[src/rtl/usb_line_state_ctrl_if.sv]
// usb_line_state_ctrl_if
// Groups the PHY-side and SIE-side signals of usb_line_state_ctrl.
//   slave  : view used by usb_line_state_ctrl
//   master : view used by the SIE / testbench
// Signals:
//   fullSpeedPolarity  1 = FS polarity (J = D+ high), 0 = LS polarity
//   fullSpeedBitRate   1 = full-speed filter length, 0 = low-speed
//   usbWireIn[1:0]     raw {D+, D-} from the PHY
//   JBit, KBit         registered J/K encodings {D+, D-}
//   lineState          filtered line state (00 SE0, 01 J, 10 K, 11 SE1)
//   busState           bus condition (000 DISC .. 100 RESUME)
//   busReset           high while in bus reset
//   resumePulse        one-cycle pulse on resume entry
//   eventFlags/eventClr sticky event flags, write-1-to-clear
//                      (only when LINE_EVENT_IRQ_EN is defined)
interface usb_line_state_ctrl_if;
    logic       fullSpeedPolarity;
    logic       fullSpeedBitRate;
    logic [1:0] usbWireIn;
    logic [1:0] JBit;
    logic [1:0] KBit;
    logic [1:0] lineState;
    logic [2:0] busState;
    logic       busReset;
    logic       resumePulse;
`ifdef LINE_EVENT_IRQ_EN
    logic [3:0] eventFlags;
    logic [3:0] eventClr;

    modport slave (
        input  fullSpeedPolarity, fullSpeedBitRate, usbWireIn, eventClr,
        output JBit, KBit, lineState, busState, busReset, resumePulse, eventFlags
    );
    modport master (
        output fullSpeedPolarity, fullSpeedBitRate, usbWireIn, eventClr,
        input  JBit, KBit, lineState, busState, busReset, resumePulse, eventFlags
    );
`else
    modport slave (
        input  fullSpeedPolarity, fullSpeedBitRate, usbWireIn,
        output JBit, KBit, lineState, busState, busReset, resumePulse
    );
    modport master (
        output fullSpeedPolarity, fullSpeedBitRate, usbWireIn,
        input  JBit, KBit, lineState, busState, busReset, resumePulse
    );
`endif
endinterface

[src/rtl/usb_line_state_ctrl.sv]
// usb_line_state_ctrl
// Registered J/K polarity encoder plus a receive-side line monitor:
// synchroniser -> stability filter -> line-state classifier -> hold
// counter -> bus-condition FSM.
// Ports:
//   clk    system clock
//   rst_n  asynchronous active-low reset
//   bus    usb_line_state_ctrl_if.slave (see interface header)
// Optional feature macro: LINE_EVENT_IRQ_EN adds sticky eventFlags with
// write-1-to-clear eventClr (set wins over clear).
//
// state  | meaning
// DISC   | no device / waiting for J held CONNECT_TICKS
// IDLE   | J on the bus
// ACTIVE | bus traffic (non-J seen)
// RESET  | SE0 held RESET_TICKS, busReset asserted
// RESUME | K held RESUME_TICKS
module usb_line_state_ctrl #(
    parameter int SYNC_STAGES   = 2,
    parameter int FS_FILTER     = 1,
    parameter int LS_FILTER     = 4,
    parameter int CNT_W         = 8,
    parameter int CONNECT_TICKS = 16,
    parameter int IDLE_TICKS    = 8,
    parameter int RESET_TICKS   = 32,
    parameter int RESUME_TICKS  = 24,
    parameter int DISC_TICKS    = 64
) (
    input logic                 clk,
    input logic                 rst_n,
    usb_line_state_ctrl_if.slave bus
);

    typedef enum logic [2:0] {
        ST_DISC   = 3'b000,
        ST_IDLE   = 3'b001,
        ST_ACTIVE = 3'b010,
        ST_RESET  = 3'b011,
        ST_RESUME = 3'b100
    } bus_state_t;

    localparam logic [1:0] LS_SE0 = 2'b00;
    localparam logic [1:0] LS_J   = 2'b01;
    localparam logic [1:0] LS_K   = 2'b10;
    localparam logic [1:0] LS_SE1 = 2'b11;

    localparam logic [CNT_W-1:0] CNT_MAX     = '1;
    localparam logic [CNT_W-1:0] HOLD_CONN   = CNT_W'(CONNECT_TICKS - 1);
    localparam logic [CNT_W-1:0] HOLD_IDLE   = CNT_W'(IDLE_TICKS - 1);
    localparam logic [CNT_W-1:0] HOLD_RESET  = CNT_W'(RESET_TICKS - 1);
    localparam logic [CNT_W-1:0] HOLD_RESUME = CNT_W'(RESUME_TICKS - 1);
    localparam logic [CNT_W-1:0] HOLD_DISC   = CNT_W'(DISC_TICKS - 1);

    logic [1:0]       sync_q [SYNC_STAGES];
    logic [1:0]       sync_out;
    logic [1:0]       sync_prev;
    logic             sync_chg;
    logic [CNT_W-1:0] flt_cnt;
    logic [CNT_W-1:0] filt_len;
    logic [CNT_W:0]   run_len;
    logic             accept;
    logic [1:0]       j_q;
    logic [1:0]       k_q;
    logic             pol_chg;
    logic [1:0]       line_cls;
    logic [1:0]       line_q;
    logic [1:0]       line_nxt;
    logic [CNT_W-1:0] hold_cnt;
    bus_state_t       state;
    bus_state_t       state_nxt;
    logic             bus_reset_q;
    logic             resume_q;

    assign sync_out = sync_q[SYNC_STAGES-1];
    assign sync_chg = (sync_out != sync_prev);
    assign filt_len = bus.fullSpeedBitRate ? CNT_W'(FS_FILTER) : CNT_W'(LS_FILTER);

    // run_len: stable cycles of sync_out before the current one, so the
    // current cycle is the (run_len+1)-th equal cycle.
    assign run_len = sync_chg ? '0 : ({1'b0, flt_cnt} + 1'b1);
    assign accept  = (run_len + 1'b1) >= {1'b0, filt_len};

    // Compared against the registered polarity so J/K and the FSM flush
    // move together on the same edge.
    assign pol_chg = (bus.fullSpeedPolarity != j_q[1]);

    always_comb begin
        line_cls = LS_K;
        if (sync_out == 2'b00)      line_cls = LS_SE0;
        else if (sync_out == 2'b11) line_cls = LS_SE1;
        else if (sync_out == j_q)   line_cls = LS_J;
    end

    assign line_nxt = accept ? line_cls : line_q;

    always_ff @(posedge clk or negedge rst_n) begin
        if (!rst_n) begin
            for (int i = 0; i < SYNC_STAGES; i++) sync_q[i] <= 2'b00;
            sync_prev <= 2'b00;
            flt_cnt   <= '0;
            j_q       <= 2'b01;
            k_q       <= 2'b10;
            line_q    <= LS_SE0;
            hold_cnt  <= '0;
        end else begin
            sync_q[0] <= bus.usbWireIn;
            for (int i = 1; i < SYNC_STAGES; i++) sync_q[i] <= sync_q[i-1];
            sync_prev <= sync_out;
            if (sync_chg)              flt_cnt <= '0;
            else if (flt_cnt != CNT_MAX) flt_cnt <= flt_cnt + 1'b1;
            j_q    <= bus.fullSpeedPolarity ? 2'b10 : 2'b01;
            k_q    <= bus.fullSpeedPolarity ? 2'b01 : 2'b10;
            line_q <= line_nxt;
            if (pol_chg || (line_nxt != line_q)) hold_cnt <= '0;
            else if (hold_cnt != CNT_MAX)        hold_cnt <= hold_cnt + 1'b1;
        end
    end

    // SE1 never matches any transition, so it simply holds the state.
    always_comb begin
        state_nxt = state;
        case (state)
            ST_DISC: begin
                if (line_q == LS_J && hold_cnt == HOLD_CONN) state_nxt = ST_IDLE;
            end
            ST_IDLE: begin
                if (line_q == LS_SE0 || line_q == LS_K) state_nxt = ST_ACTIVE;
            end
            ST_ACTIVE: begin
                if (line_q == LS_J && hold_cnt == HOLD_IDLE)        state_nxt = ST_IDLE;
                else if (line_q == LS_SE0 && hold_cnt == HOLD_RESET) state_nxt = ST_RESET;
                else if (line_q == LS_K && hold_cnt == HOLD_RESUME)  state_nxt = ST_RESUME;
            end
            ST_RESET: begin
                // hold_cnt keeps counting the same SE0 run from before entry
                if (line_q == LS_J)                                 state_nxt = ST_IDLE;
                else if (line_q == LS_SE0 && hold_cnt == HOLD_DISC) state_nxt = ST_DISC;
            end
            ST_RESUME: begin
                if (line_q == LS_SE0)    state_nxt = ST_ACTIVE;
                else if (line_q == LS_J) state_nxt = ST_IDLE;
            end
            default: state_nxt = ST_DISC;
        endcase
        if (pol_chg) state_nxt = ST_DISC;
    end

    always_ff @(posedge clk or negedge rst_n) begin
        if (!rst_n) begin
            state       <= ST_DISC;
            bus_reset_q <= 1'b0;
            resume_q    <= 1'b0;
        end else begin
            state       <= state_nxt;
            bus_reset_q <= (state_nxt == ST_RESET);
            resume_q    <= (state_nxt == ST_RESUME) && (state != ST_RESUME);
        end
    end

`ifdef LINE_EVENT_IRQ_EN
    logic [3:0] evt_q;
    logic [3:0] evt_set;

    assign evt_set = {(state == ST_RESET) && (state_nxt == ST_DISC),
                      (state != ST_RESUME) && (state_nxt == ST_RESUME),
                      (state != ST_RESET) && (state_nxt == ST_RESET),
                      (state == ST_DISC) && (state_nxt == ST_IDLE)};

    always_ff @(posedge clk or negedge rst_n) begin
        if (!rst_n) evt_q <= 4'b0000;
        else        evt_q <= (evt_q & ~bus.eventClr) | evt_set;
    end

    assign bus.eventFlags = evt_q;
`endif

    assign bus.JBit        = j_q;
    assign bus.KBit        = k_q;
    assign bus.lineState   = line_q;
    assign bus.busState    = state;
    assign bus.busReset    = bus_reset_q;
    assign bus.resumePulse = resume_q;

endmodule

[src/flat_wrapper.sv]
// flat-port wrapper written by rule: the top's interface ports become plain ports
module usb_line_state_ctrl_flat 
#(
    parameter int SYNC_STAGES   = 2,
    parameter int FS_FILTER     = 1,
    parameter int LS_FILTER     = 4,
    parameter int CNT_W         = 8,
    parameter int CONNECT_TICKS = 16,
    parameter int IDLE_TICKS    = 8,
    parameter int RESET_TICKS   = 32,
    parameter int RESUME_TICKS  = 24,
    parameter int DISC_TICKS    = 64
)
  (clk, rst_n, bus_fullSpeedPolarity, bus_fullSpeedBitRate, bus_usbWireIn, bus_JBit, bus_KBit, bus_lineState, bus_busState, bus_busReset, bus_resumePulse);
  usb_line_state_ctrl_if bus_i ();
  input logic clk;
  input logic rst_n;
  input wire logic [$bits(bus_i.fullSpeedPolarity)-1:0] bus_fullSpeedPolarity;
  input wire logic [$bits(bus_i.fullSpeedBitRate)-1:0] bus_fullSpeedBitRate;
  input wire logic [$bits(bus_i.usbWireIn)-1:0] bus_usbWireIn;
  output wire logic [$bits(bus_i.JBit)-1:0] bus_JBit;
  output wire logic [$bits(bus_i.KBit)-1:0] bus_KBit;
  output wire logic [$bits(bus_i.lineState)-1:0] bus_lineState;
  output wire logic [$bits(bus_i.busState)-1:0] bus_busState;
  output wire logic [$bits(bus_i.busReset)-1:0] bus_busReset;
  output wire logic [$bits(bus_i.resumePulse)-1:0] bus_resumePulse;
  assign bus_i.fullSpeedPolarity = bus_fullSpeedPolarity;
  assign bus_i.fullSpeedBitRate = bus_fullSpeedBitRate;
  assign bus_i.usbWireIn = bus_usbWireIn;
  assign bus_JBit = bus_i.JBit;
  assign bus_KBit = bus_i.KBit;
  assign bus_lineState = bus_i.lineState;
  assign bus_busState = bus_i.busState;
  assign bus_busReset = bus_i.busReset;
  assign bus_resumePulse = bus_i.resumePulse;
  usb_line_state_ctrl #(.SYNC_STAGES(SYNC_STAGES), .FS_FILTER(FS_FILTER), .LS_FILTER(LS_FILTER), .CNT_W(CNT_W), .CONNECT_TICKS(CONNECT_TICKS), .IDLE_TICKS(IDLE_TICKS), .RESET_TICKS(RESET_TICKS), .RESUME_TICKS(RESUME_TICKS), .DISC_TICKS(DISC_TICKS)) u_core (.clk(clk), .rst_n(rst_n), .bus(bus_i));
endmodule
[config.mk]
export PLATFORM = sky130hd
export DESIGN_NAME = usb_line_state_ctrl_flat
export DESIGN_NICKNAME = d
export VERILOG_FILES = /design/src/rtl/usb_line_state_ctrl_if.sv /design/src/rtl/usb_line_state_ctrl.sv /design/src/flat_wrapper.sv
export SDC_FILE = /design/constraint.sdc
export NUM_CORES = 1
export LEC_CHECK = 0
export ABC_AREA = 1
export CORE_MARGIN = 2
export CORE_UTILIZATION = 57
export CTS_CLUSTER_DIAMETER = 200
export DETAILED_ROUTE_END_ITERATION = 6
export PLACE_DENSITY = 0.79
export REMOVE_ABC_BUFFERS = 1
export SLEW_MARGIN = 20
export SYNTH_ARGS = -nofsm -noshare
export SYNTH_HDL_FRONTEND = slang
export SYNTH_SLANG_ARGS = --single-unit
export TNS_END_PERCENT = 10
[constraint.sdc]
create_clock -name clk -period 3.3 [get_ports clk]
set_clock_uncertainty 0.15 [all_clocks]
set_input_delay 0.66 -clock clk [delete_from_list [all_inputs] [get_ports clk]]
set_output_delay 0.66 -clock clk [all_outputs]
set_load 0.005 [all_outputs]
# Word level (Yosys, flattened, before mapping)
# Index checks and enable logic that the tools add are counted.
# totals
ff_bits	33
output_inout_bits	11
# classes
reduce_logical	13
n_lt_le_gt_ge	1
n_mux	23
n_addsub	4
n_eq_ne	21
# ops
operator	count
3-bit 2-to-1 mux	11
8-bit 2-to-1 mux	4
8-bit by 1-bit adder with 8-bit output, second input constant	2
8-bit by 5-bit == test with 1-bit output, second input constant	2
8-bit != test, second input constant	2
3-bit one-hot mux with 5 select lines	1
2-bit 2-to-1 mux	6
8-bit by 1-bit adder with 9-bit output, second input constant	1
9-bit by 1-bit adder with 9-bit output, second input constant	1
3-bit by 2-bit == test with 1-bit output, second input constant	3
9-bit by 8-bit greater-or-equal comparator with 1-bit output	1
9-bit 2-to-1 mux	1
8-bit by 3-bit == test with 1-bit output, second input constant	1
8-bit by 4-bit == test with 1-bit output, second input constant	1
8-bit by 6-bit == test with 1-bit output, second input constant	1
3-bit == test, second input constant	2
1-bit logical AND	6
2-bit == test, second input constant	2
2-bit logical NOT	2
2-bit != test	2
2-bit nonzero test	2
3-bit by 1-bit == test with 1-bit output, second input constant	1
3-bit logical NOT	1
3-bit != test, second input constant	1
other kinds (4)	5

# Depth between registers and ports, before layout
# Gate-level depths: netlist of run 1.
# depth
depth_word	9
ltp_mapped	17

# Least setup slack after synthesis of run 1
# Ideal clock, no wire load.
# synth_timing
path_type	reg-to-reg
startpoint	register u_core.sync_q (netlist bit u_core.sync_out[0])
endpoint	register u_core.hold_cnt[7]
stages_incl_launch_ff	16
t_required_ps	3070
period_less_slack_ps	2603
t_arrival_ps	2372
setup_slack_ps	697
cell_sequence	dfrtp_1 -> buf_4 -> xnor2_1 -> nand2_2 -> nor2_1 -> ha_1 -> xnor2_1 -> ha_1 -> a21o_1 -> nor2_1 -> nand3_2 -> nor2_2 -> nand2_4 -> nand3_2 -> nand2_4 -> nor3_2
# synth_via
elab_chain_cells	8
elab_cells_between_ends	15
classes_between	add/sub (1); order compare (1); eq/ne (4); mux (6); reduce/logical (3)
# synth_lines
item	line	source
start, declared	usb_line_state_ctrl.sv:54	logic [1:0] sync_q [SYNC_STAGES];
2-bit != test *	usb_line_state_ctrl.sv:75	assign sync_chg = (sync_out != sync_prev);
9-bit 2-to-1 mux *	usb_line_state_ctrl.sv:80	assign run_len = sync_chg ? '0 : ({1'b0, flt_cnt} + 1'b1);
named net u_core.run_len[0]	usb_line_state_ctrl.sv:60	logic [CNT_W:0] run_len;
9-bit by 1-bit adder with 9-bit output *	usb_line_state_ctrl.sv:81	assign accept = (run_len + 1'b1) >= {1'b0, filt_len};
9-bit by 8-bit greater-or-equal comparator with 1-bit output *	usb_line_state_ctrl.sv:81	
2-bit 2-to-1 mux *	usb_line_state_ctrl.sv:94	assign line_nxt = accept ? line_cls : line_q;
2-bit != test *	usb_line_state_ctrl.sv:114	if (pol_chg || (line_nxt != line_q)) hold_cnt <= '0;
1-bit logical OR *	usb_line_state_ctrl.sv:114	
8-bit 2-to-1 mux or 2-bit nonzero test (tied branches)	-	
end signal, assigned	usb_line_state_ctrl.sv:115	else if (hold_cnt != CNT_MAX) hold_cnt <= hold_cnt + 1'b1;
end, declared	usb_line_state_ctrl.sv:68	logic [CNT_W-1:0] hold_cnt;
# Mark *: on every way through the listed nets, which the timed path passes. The rest lies on a longest branch.
# A chain may end at the register's enable or synchronous reset.

# Final worst setup path of run 1
# layout_timing
startpoint	register u_core.sync_q (netlist bit u_core.sync_out[0])
endpoint	register u_core.hold_cnt[6]
# Same word-level chain as after synthesis.

==> impl_results.md, run 1 <==
- Outcome: finished clean
- Area inside the core boundary: 3100 um^2
- Element type at the critical path end: flop
- Synthesis-to-layout area growth: 13.6%
- Port bufs: 16
- Accumulated negative setup slack: 0 ns
- Die span in x: 61.7 um
- Number of CTS-inserted buffers: 5
- Flops & latches, synth: 31
- Clock net sink count: 31
- Count of max-cap constraint violations: 0
- Final number of hold-violating endpoints: 0
- Total detailed-routing wirelength: 3.47 mm
- Hold-critical path endpoint: u_core.sync_out[1]$_DFF_PN0_
- TritonCTS clock tree: done
- YS warnings: 0
- Total Nets Final: 261
- Static Leak: 1.02 nW
- Via count of the routed design: 1520
- Global-route total usage across every layer: 0.220
- Length in cells of the worst reg-to-reg path: 14
- Die ar.: 3810 um^2
- Via/cell ratio: 5.15
- Clock latency on the worst-skew pair: 0.34 ns
- Initial core utilization: 0.613
- Cell type of the slowest stage on the worst timing path: dfrtp_1
- Cell Area, Synth: 1900 um^2
- Count of hold-fix buffers inserted at cts: 0
- Pwr per Cell Area: 371 nW/um^2
- Root Buffer: clkbuf_4
- Standard-cell row count: 20
- Remaining number of nets flagged by the antenna check after routing: 0
- Antenna diodes: 0
- Global-route wire length before repair: 6.03 mm
- Number of design rule violations left after detail routing: 0
- Final-layout fill cell count: 286
- Post-detail-place hpwl: 2.58 mm
- CP startpoint: u_core.sync_out[0]$_DFF_PN0_
- Type of the tightest min-delay check: reg -> reg
- H-Tree Depth: 2
- Measured slew at the worst slew-check pin: 0.390 ns
- Total global routing overflow: 0
- Largest net degree at the start of global routing: 32
- Netlist cell types: 33
- FFs w/ async S/R, synth: 1.00
- Via count of the first global-routing pass: 1379
- Total of cells resized after clock tree synthesis: 0
- Global placement routability congestion: 0.893
- Crit-path cells: xnor2_1 > nand2_2 > nor2_1 > ha_1 > xnor2_1 > ha_1 > a21o_1 > nor2_1 > nand3_2 > nor2_2 > nand2_4 > nand3_2 > nand2_4 > nor3_2
- Endpoints failing setup: 0
- Slack of the worst reg-to-reg path: 0.48 ns
- Number of max-slew violations in the final report: 0
- Crit path time final: 2.82 ns
- Hold depth: 0
- Commonest non-fill, non-tap cells in the layout: 44 x nand2_1, 34 x inv_1, 30 x dfrtp_1
- Top-level port count: 17
- Largest driver fanout on the critical path: 8
- Highest achievable clock rate: 355 MHz
- Clock-pin slew on the worst setup and hold paths: 0.10 ns
- Drt initial violations: 104
- Average cell area after synthesis: 8.26 um^2
- Largest stage delay on the critical path: 0.49 ns
- Data arrival time of the worst path: 2.94 ns
- Leading cell type in the layout, fill and taps excluded: nand2_1
- Dominant register cell in the synthesized netlist: dfrtp_1
- Per-cell routed wire length: 11.8 um
- Critical register-to-register path startpoint: u_core.sync_out[0]$_DFF_PN0_
- R2R Path End: u_core.hold_cnt[6]$_DFFE_PN0P_
- Number of enable flip-flop cells after synthesis: 0
- Setup repair after global routing missed its margin: no
- Number of antenna violations at the first check in global routing: 0
- Number of instances in the synthesized netlist: 230
- Worst IR Drop VDD: 0.000292 V
- Power Total: 0.801 mW
- Clock buffer depth: 2
- Post-CTS Repair Setup Buffers: 0
- Drt first pass iters: 4
- Required time of the critical path: 3.42 ns
- Die H: 61.7 um
- Portion of the clock cycle consumed by the worst path in the final layout: 0.855
- Startpoint kind of the worst setup timing path: flop
- Start point of the worst hold path: u_core.sync_q[3]$_DFF_PN0_
- Startpoint-to-endpoint class of the critical path: reg -> reg
- Worst slew slack as a fraction of its limit: 0.740
- Share of layout cells above drive strength 1: 0.183
- Fraction of the yosys area taken by sequential cells: 0.409
==> worst max-delay path by stage <==
| stage | to | slack, ns | cells after the start |
|---|---|---|---|
| 6_report | u_core.hold_cnt[6]$_DFFE_PN0P_ | 0.48 | 14 |
| 5_1_grt | u_core.hold_cnt[2]$_DFFE_PN0P_ | 0.20 | 14 |
| 4_1_cts | u_core.hold_cnt[6]$_DFFE_PN0P_ | 0.43 | 14 |
| 3_5_place_dp | u_core.hold_cnt[6]$_DFFE_PN0P_ | 0.45 | 14 |
| 3_3_place_gp | u_core.hold_cnt[5]$_DFFE_PN0P_ | 0.55 | 14 |
| 2_1_floorplan | u_core.hold_cnt[7]$_DFFE_PN0P_ | 0.74 | 14 |
==> logic make-up after synthesis <==
| group | share of synthesized area |
|---|---|
| buf+inv | 0.0928 |
| fa+ha+maj | 0.0329 |
| flops | 0.409 |
| simple gates | 0.360 |
| compound gates | 0.0619 |
| mux | 0.0112 |
| xor+xnor | 0.0323 |
==> registers in the layout, indices dropped and copies added, names as in the netlist <==
signal and cells:
u_core.bus.JBit 1, u_core.bus.KBit 1, u_core.bus.busReset 1, u_core.bus.busState 3, u_core.bus.lineState 2, u_core.bus.resumePulse 1
u_core.flt_cnt 8, u_core.hold_cnt 8, u_core.sync_out 2, u_core.sync_prev 2, u_core.sync_q 2
==> synth_stat cells, types with 4 or more instances <==
cell type | instances | share of area
nand2_1 | 44 | 0.087
inv_1 | 34 | 0.067
dfrtp_1 | 30 | 0.39
nor2_1 | 20 | 0.039
nand3_1 | 15 | 0.039
o21ai_0 | 10 | 0.026
nand3_2 | 8 | 0.042
nor3_2 | 8 | 0.042
nand4_1 | 7 | 0.023
nand2_2 | 6 | 0.020
ha_1 | 5 | 0.033
nor3_1 | 5 | 0.013
xnor2_1 | 5 | 0.023
inv_2 | 4 | 0.0079
nor2_2 | 4 | 0.013
==> worst max-delay path, delay by kind of cell (launching register included) <==
| kind | cells | cell delay (ns) |
|---|---|---|
| AOI/OAI and AO/OA | 1 | 0.18 |
| xor gates and xnor gates | 2 | 0.36 |
| adders and majority gates | 2 | 0.47 |
| DFF | 1 | 0.49 |
| and+or+nand+nor | 9 | 1.13 |
==> report_power, final <==
group | internal (mW) | switching (mW) | leakage [nW] | total (mW)
logic | 0.0505 | 0.0757 | 0.570 | 0.126
registers | 0.396 | 0.0213 | 0.408 | 0.417
clock network | 0.125 | 0.132 | 0.0386 | 0.258
==> cell type report <==
| type | count | area (um^2) | share of cell area |
|---|---|---|---|
| well taps | 44 | 55.1 | 0.0255 |
| inverters | 38 | 143 | 0.0661 |
| flip-flops and latches | 31 | 777 | 0.360 |
| clock buffers | 8 | 68.8 | 0.0319 |
| multi-input cells | 157 | 947 | 0.439 |
| repair buffers | 17 | 168 | 0.0777 |
==> through the flow <==
step | cell area [um^2] | utilization | hold WS, ns | setup WS (ns) | instances
finish | 2160 | 0.696 | 0.208 | 0.480 | 295
global route | 2160 | 0.696 | 0.227 | 0.202 | 295
CTS | 2160 | 0.696 | 0.212 | 0.433 | 295
detailed placement | 2090 | 0.673 | 0.190 | 0.452 | 287
global placement | 2090 | 0.673 | 0.184 | 0.554 | 287
floorplan | 1870 | - | 0.181 | 0.735 | 226
==> layer usage <==
layer | track usage | vias up | share of wire
met4 | 0.100 | 0 | 0.019
met3 | 0.0559 | 7 | 0.048
met5 | 0 | - | 0
met1 | 0.297 | 702 | 0.49
li1 | - | 776 | -
met2 | 0.337 | 35 | 0.44
(Power assumes the default switching activity.)
==> inputs of run 2 (changes only) <==
--- a/config.mk
+++ b/config.mk
@@ -11,7 +11,9 @@
 export CTS_CLUSTER_DIAMETER = 200
 export DETAILED_ROUTE_END_ITERATION = 6
 export PLACE_DENSITY = 0.79
+export RECOVER_POWER = 25
 export REMOVE_ABC_BUFFERS = 1
+export SETUP_SLACK_MARGIN = 0.4
 export SLEW_MARGIN = 20
 export SYNTH_ARGS = -nofsm -noshare
 export SYNTH_HDL_FRONTEND = slang
==> impl_results.md, run 2 (synthesized netlist as in run 1, its figures left out) <==
- Measured slew at the worst slew-check pin: 1.65 ns (+1.26 ns)
- Total detailed-routing wirelength: 3.68 mm (+5.9%)
- Via count of the routed design: 1549 (+1.9%)
- Drt initial violations: 85 (-18%)
- Top routing layer used: met4
- Pwr per Cell Area: 364 nW/um^2 (-2.0%)
- Top-level port count: 17 (unchanged)
- Clock net sink count: 31 (unchanged)
- Die ar.: 3810 um^2 (unchanged)
- Per-cell routed wire length: 12.3 um (+4.1%)
- TritonCTS clock tree: done
- Final instance count without filler cells: 300 (+1.7%)
- Clock-pin slew on the worst setup and hold paths: 0.10 ns (about the same)
- Crit path time final: 2.74 ns (-0.0786 ns)
- Number of CTS-inserted buffers: 5 (unchanged)
- Destination of the critical timing path: u_core.hold_cnt[2]$_DFFE_PN0P_
- Worst slew slack as a fraction of its limit: -0.0976 (-0.838)
- Global-route wire length before repair: 6.03 mm (unchanged)
- Total global routing overflow: 0 (unchanged)
- Synthesis-to-layout area growth: 18.2%
- Setup repair after global routing missed its margin: no
- Accumulated negative setup slack: 0 ns (unchanged)
- Remaining number of nets flagged by the antenna check after routing: 0 (unchanged)
- Global placement routability congestion: 0.893 (unchanged)
- Commonest non-fill, non-tap cells in the layout: 44 x nand2_1, 34 x inv_1, 27 x dfrtp_1
- Count of max-cap constraint violations: 1 (+1)
- # placed instances: 287 (unchanged)
- Startpoint kind of the worst setup timing path: flop
- Required time of the critical path: 3.42 ns (about the same)
- Number of max-slew violations in the final report: 32 (+32)
- Endpoints failing setup: 0 (unchanged)
- Clock network fraction of design power: 0.316 (-0.006)
- Startpoint-to-endpoint class of the critical path: reg -> reg
- Via count of the first global-routing pass: 1379 (unchanged)
- Cell type group with the largest total delay on the critical path: simple AND/OR/NAND/NOR gates
- Via/cell ratio: 5.16 (+0.21%)
- Leading cell type in the layout, fill and taps excluded: nand2_1
- Met1 routed wirelength after detailed routing: 1.71 mm (+0.35%)
- Number of antenna violations at the first check in global routing: 0 (unchanged)
- Standard-cell row count: 20 (unchanged)
- Violations in the final reports: max-capacitance violations, max-slew violations
- Clock buffer depth: 2 (unchanged)
- Cell type of the slowest stage on the worst timing path: dfrtp_2
- Post-detail-place hpwl: 2.58 mm (unchanged)
- Portion of the clock cycle consumed by the worst path in the final layout: 0.831 (-0.0238)
- Static Leak: 1.06 nW (+4.0%)
- Logic gate share of total power: 0.175 (+0.017)
- Die span in x: 61.7 um (unchanged)
- Pint: 0.577 mW (+0.98%)
- Buffer and inverter count on the worst path: 2 (+2)
- Final-layout fill cell count: 267 (-6.6%)
- Largest stage delay on the critical path: 0.42 ns (-0.07 ns)
- Length in cells of the worst reg-to-reg path: 16 (+2)
- Type of the tightest min-delay check: reg -> reg
- Global-route total usage across every layer: 0.220 (unchanged)
- Count of hold-fix buffers inserted at cts: 0 (unchanged)
- Outcome: finished with violations
- Number of design rule violations left after detail routing: 0 (unchanged)
- R2R Path End: u_core.hold_cnt[2]$_DFFE_PN0P_
- Crit-path cells: clkbuf_1 > inv_2 > nand2_1 > nand2_2 > nor2_8 > nand3_1 > xnor2_2 > ha_1 > a21o_1 > nor2_1 > nand3_2 > nor2_4 > nand2_4 > nand3_2 > nand3_4 > nor3_4
- Largest driver fanout on the critical path: 8 (unchanged)
- Worst IR Drop VDD: 0.000298 V (+2.0%)
- Port bufs: 16 (unchanged)
- H-Tree Depth: 2 (unchanged)
- Critical register-to-register path startpoint: u_core.sync_out[0]$_DFF_PN0_
- Proportion of power drawn by flip-flops and latches: 0.509 (-0.012)
- CP startpoint: u_core.sync_out[0]$_DFF_PN0_
- Highest achievable clock rate: 365 MHz (+2.9%)
- Total Nets Final: 266 (+1.9%)
- Root Buffer: clkbuf_4
- Sw Ratio: 0.294 (+0.00769)
- Drt first pass iters: 4 (unchanged)
- Cell occurring most often along the worst timing path: nand3_2
- Critical Path Stages: 16 (+2)
- Net switching power: 0.240 mW (+4.8%)
- Slack of the worst reg-to-reg path: 0.56 ns (+0.08 ns)
- Largest net degree at the start of global routing: 32 (unchanged)
- Power Total: 0.818 mW (+2.1%)
- Antenna diodes: 0 (unchanged)
- Amount of wire on met2 after detailed routing: 1.72 mm (+12%)
- Detailed-routed wire length on met3: 169 um (+1.8%)
- Initial core utilization: 0.613 (unchanged)
- Clock latency on the worst-skew pair: 0.34 ns (about the same)
- Data arrival time of the worst path: 2.86 ns (-0.08 ns)
- Die H: 61.7 um (unchanged)
- Area inside the core boundary: 3100 um^2 (unchanged)
- Element type at the critical path end: flop
- Final number of hold-violating endpoints: 0 (unchanged)
- Share of layout cells above drive strength 1: 0.223 (+0.0394)
## run 2: cell types whose count changed in the layout (fill, tap and decap cells not counted), sizes merged
cell and delta:
dlygate4sd3 +4, clkdlybuf4s50 -4, clkbuf +2, buf +3
## run 2: through the flow
stage               instance area (um^2)   util  hold WS [ns]  setup slack, ns
floorplan                           1870      -         0.181            0.735
global placement                    2090  0.673         0.184            0.554
detailed placement                  2090  0.673         0.190            0.452
CTS                                 2160  0.696         0.212            0.433
global route                        2250  0.724         0.228            0.356
finish                              2250  0.724         0.208            0.559
## run 2: what timing repair did
action / in CTS / in global routing
endpoints found under the setup margin: 0 / 8
setup buffers: 0 / 5
gates resized for setup: 0 / 14
## run 2: worst register-to-register path, delay by kind of cell (launching register included)
kind            cells  cell delay, ns
compound gates      1            0.18
xor+xnor            1            0.17
fa+ha+maj           1            0.27
buf+inv             2            0.23
flops               1            0.42
simple gates       11            1.28
## run 2: layout make-up
type	instances	area, um^2	share of cell area
multi-input cells	157	1000	0.446
flip-flops and latches	31	781	0.347
repair buffers	22	198	0.0880
inverters	38	143	0.0635
clock buffers	8	68.8	0.0306
well taps	44	55.1	0.0245
## run 2: routing by layer
metal | up-vias | GRT usage
li1 | 788 | -
met1 | 721 | 0.297
met2 | 33 | 0.337
met3 | 7 | 0.0559
met4 | 0 | 0.100
met5 | - | 0
## run 2: power groups by stage
stage | Combinational [mW] | Sequential, mW | Clock [mW]
3_5_place_dp | 0.127 | 0.424 | 0
4_1_cts | 0.128 | 0.417 | 0.263
5_1_grt | 0.161 | 0.419 | 0.277
6_report | 0.143 | 0.416 | 0.259
3_3_place_gp | 0.125 | 0.423 | 0
2_1_floorplan | 0.0840 | 0.420 | 0
## run 2: worst min-delay path by stage
stage | start | endpoint | slack (ns) | cells after the start
after floorplan | u_core.sync_q[2]$_DFF_PN0_ | u_core.sync_out[0]$_DFF_PN0_ | 0.18 | 0
after global placement | u_core.sync_q[3]$_DFF_PN0_ | u_core.sync_out[1]$_DFF_PN0_ | 0.18 | 0
after detailed placement | u_core.sync_q[3]$_DFF_PN0_ | u_core.sync_out[1]$_DFF_PN0_ | 0.19 | 0
after CTS | u_core.sync_q[3]$_DFF_PN0_ | u_core.sync_out[1]$_DFF_PN0_ | 0.21 | 0
after global routing | u_core.sync_q[3]$_DFF_PN0_ | u_core.sync_out[1]$_DFF_PN0_ | 0.23 | 0
final | u_core.sync_q[3]$_DFF_PN0_ | u_core.sync_out[1]$_DFF_PN0_ | 0.21 | 0
==> inputs of run 3 (changes only) <==
--- a/config.mk
+++ b/config.mk
@@ -7,10 +7,10 @@
 export LEC_CHECK = 0
 export ABC_AREA = 1
 export CORE_MARGIN = 2
-export CORE_UTILIZATION = 57
+export CORE_UTILIZATION = 51
 export CTS_CLUSTER_DIAMETER = 200
 export DETAILED_ROUTE_END_ITERATION = 6
-export PLACE_DENSITY = 0.79
+export PLACE_DENSITY = 0.75
 export RECOVER_POWER = 25
 export REMOVE_ABC_BUFFERS = 1
 export SETUP_SLACK_MARGIN = 0.4
==> constraint.sdc (replaced) <==
create_clock -name clk -period 2.3 [get_ports clk]
set_clock_uncertainty 0.15 [all_clocks]
set_input_delay 0.46 -clock clk [delete_from_list [all_inputs] [get_ports clk]]
set_output_delay 0.46 -clock clk [all_outputs]
set_load 0.005 [all_outputs]
==> impl_results.md, run 3 (synthesized netlist as in run 1, its figures left out) <==
- Highest achievable clock rate: 392 MHz (+7.5%)
- Port bufs: 16 (unchanged)
- H-Tree Depth: 2 (unchanged)
- Final number of hold-violating endpoints: 0 (unchanged)
- Outcome: finished with violations
- Via count of the routed design: 1608 (+3.8%)
- Endpoints failing setup: 10 (+10)
- Number of CTS-inserted buffers: 5 (unchanged)
- Leading cell type in the layout, fill and taps excluded: nand2_1
- Drt first pass iters: 4 (unchanged)
- Root Buffer: clkbuf_8
- Via count of the first global-routing pass: 1585 (+15%)
- Slack of the worst reg-to-reg path: -0.25 ns (-0.81 ns)
- Via/cell ratio: 5.06 (-2.1%)
- Largest stage delay on the critical path: 0.38 ns (-0.04 ns)
- Required time of the critical path: 2.35 ns (-1.07 ns)
- Data arrival time of the worst path: 2.60 ns (-0.26 ns)
- Initial core utilization: 0.523 (-0.0894)
- Commonest non-fill, non-tap cells in the layout: 44 x nand2_1, 34 x inv_1, 29 x dfrtp_1
- Global-route total usage across every layer: 0.202 (-0.0187)
- Number of max-slew violations in the final report: 0 (-100%)
- Count of max-cap constraint violations: 0 (-1)
- Total global routing overflow: 0 (unchanged)
- Power Total: 1.22 mW (+50%)
- Clock latency on the worst-skew pair: 0.28 ns (-0.06 ns)
- Largest net degree at the start of global routing: 32 (unchanged)
- Startpoint-to-endpoint class of the critical path: reg -> reg
- Share of layout cells above drive strength 1: 0.267 (+0.0440)
- Worst hold slack: 0.204 ns (-0.00413 ns)
- Die H: 65.0 um (+5.3%)
- Clock net sink count: 31 (unchanged)
- Total detailed-routing wirelength: 3.68 mm (about the same)
- Post-detail-place hpwl: 2.68 mm (+3.9%)
- Number of antenna violations at the first check in global routing: 0 (unchanged)
- Startpoint kind of the worst setup timing path: flop
- Clock-pin slew on the worst setup and hold paths: 0.07 ns (-0.03 ns)
- Drt initial violations: 97 (+14%)
- Type of the tightest min-delay check: reg -> reg
- Synthesis-to-layout area growth: 23.8%
- Measured slew at the worst slew-check pin: 0.770 ns (-0.876 ns)
- Worst slew slack as a fraction of its limit: 0.487 (+0.584)
- TritonCTS clock tree: done
- Pwr per Cell Area: 520 nW/um^2 (+43%)
- Final-layout fill cell count: 317 (+19%)
- Remaining number of nets flagged by the antenna check after routing: 0 (unchanged)
- Area inside the core boundary: 3630 um^2 (+17%)
- Worst IR Drop VDD: 0.000536 V (+80%)
- Final instance count without filler cells: 318 (+6.0%)
- Die ar.: 4230 um^2 (+11%)
- # placed instances: 308 (+7.3%)
- Standard-cell row count: 22 (+10%)
- Global placement routability congestion: 0.826 (-7.4%)
- Top-level port count: 17 (unchanged)
- Antenna diodes: 0 (unchanged)
- Total Nets Final: 280 (+5.3%)
- Clock buffer depth: 2 (unchanged)
- Per-cell routed wire length: 11.6 um (-5.6%)
- Static Leak: 1.14 nW (+7.6%)
- Largest driver fanout on the critical path: 8 (unchanged)
- Number of design rule violations left after detail routing: 0 (unchanged)
- Portion of the clock cycle consumed by the worst path in the final layout: 1.11 (+0.278)
- Crit path time final: 2.55 ns (-0.191 ns)
- Accumulated negative setup slack: -2.33 ns (-2.33 ns)
- Global-route wire length before repair: 6.77 mm (+12%)
- Element type at the critical path end: flop
- Crit-path cells: ha_1 > inv_1 > nor2_2 > ha_2 > xnor2_1 > ha_1 > a21o_1 > nor2_1 > nand3_2 > nor2_4 > nand2_4 > nand3_2 > nand2_4 > nor3_2
- Cell type of the slowest stage on the worst timing path: dfrtp_1
- Violations in the final reports: negative setup slack
- Setup repair after global routing missed its margin: yes
- Final worst setup slack: -0.251 ns (-0.809 ns)
- Die span in x: 65.0 um (+5.3%)
## run 3: cell count changes in the layout (fill, tap and decap cells not counted), moves of 3 or more
cell	delta
buf_4	+14
clkbuf_4	-4
clkbuf_8	+3
clkdlybuf4s50_1	-3
## run 3: path summary, 6_finish.rpt
kind / startpoint / to / depth (start not counted)
worst max-delay path: u_core.flt_cnt[0]$_DFFE_PN0P_ / u_core.hold_cnt[0]$_DFFE_PN0P_ / 14
worst min-delay path: u_core.sync_q[3]$_DFF_PN0_ / u_core.sync_out[1]$_DFF_PN0_ / 0
worst max register to register: u_core.flt_cnt[0]$_DFFE_PN0P_ / u_core.hold_cnt[0]$_DFFE_PN0P_ / 14
worst min register to register: u_core.sync_q[3]$_DFF_PN0_ / u_core.sync_out[1]$_DFF_PN0_ / 0
max in group asynchronous: rst_n / u_core.bus.lineState[1]$_DFF_PN0_ / 2
min in group asynchronous: rst_n / u_core.bus.busState[0]$_DFF_PN0_ / 2
## run 3: routing by layer
layer  routed length (um)  GRT usage  share of wire
met5                    0          0              0
met4                   34     0.0599         0.0092
met3                  133     0.0382          0.036
met2                 1720      0.334           0.47
met1                 1790      0.270           0.49
## run 3: repair_timing
item,in CTS,in global routing
hold buffers,0,0
buffers inserted,1,1
endpoints found under the setup margin,15,17
gates resized for setup,8,5
pin swaps,5,2
## run 3: cell type report
type	instances	area (um^2)	share of cell area
sequential	31	778	0.331
tap	48	60.1	0.0255
multi-input combinational	157	978	0.416
clock inverter	2	12.5	0.00532
inverter	38	143	0.0606
clock buffer	6	72.6	0.0309
timing repair buffer	36	308	0.131
## run 3: critical path: cells and delay by family (launching register included)
kind | cells | cell delay, ns
fa+ha+maj | 3 | 0.71
xor+xnor | 1 | 0.11
flops | 1 | 0.38
simple gates | 8 | 0.89
compound gates | 1 | 0.17
buf+inv | 1 | 0.06
## run 3: where the power goes
| part | switching (mW) | total, mW | internal (mW) |
|---|---|---|---|
| sequential | 0.0252 | 0.594 | 0.569 |
| clock | 0.203 | 0.415 | 0.211 |
| combinational | 0.123 | 0.213 | 0.0901 |
| total | 0.352 | 1.22 | 0.870 |
## run 3: metrics by stage
step | worst slack, ns | instance area [um^2] | util
after floorplan | -0.265 | 1870 | -
after global placement | -0.235 | 2220 | 0.612
after detailed placement | -0.273 | 2220 | 0.612
after CTS | -0.241 | 2330 | 0.642
after global routing | -0.436 | 2350 | 0.647
final | -0.251 | 2350 | 0.647
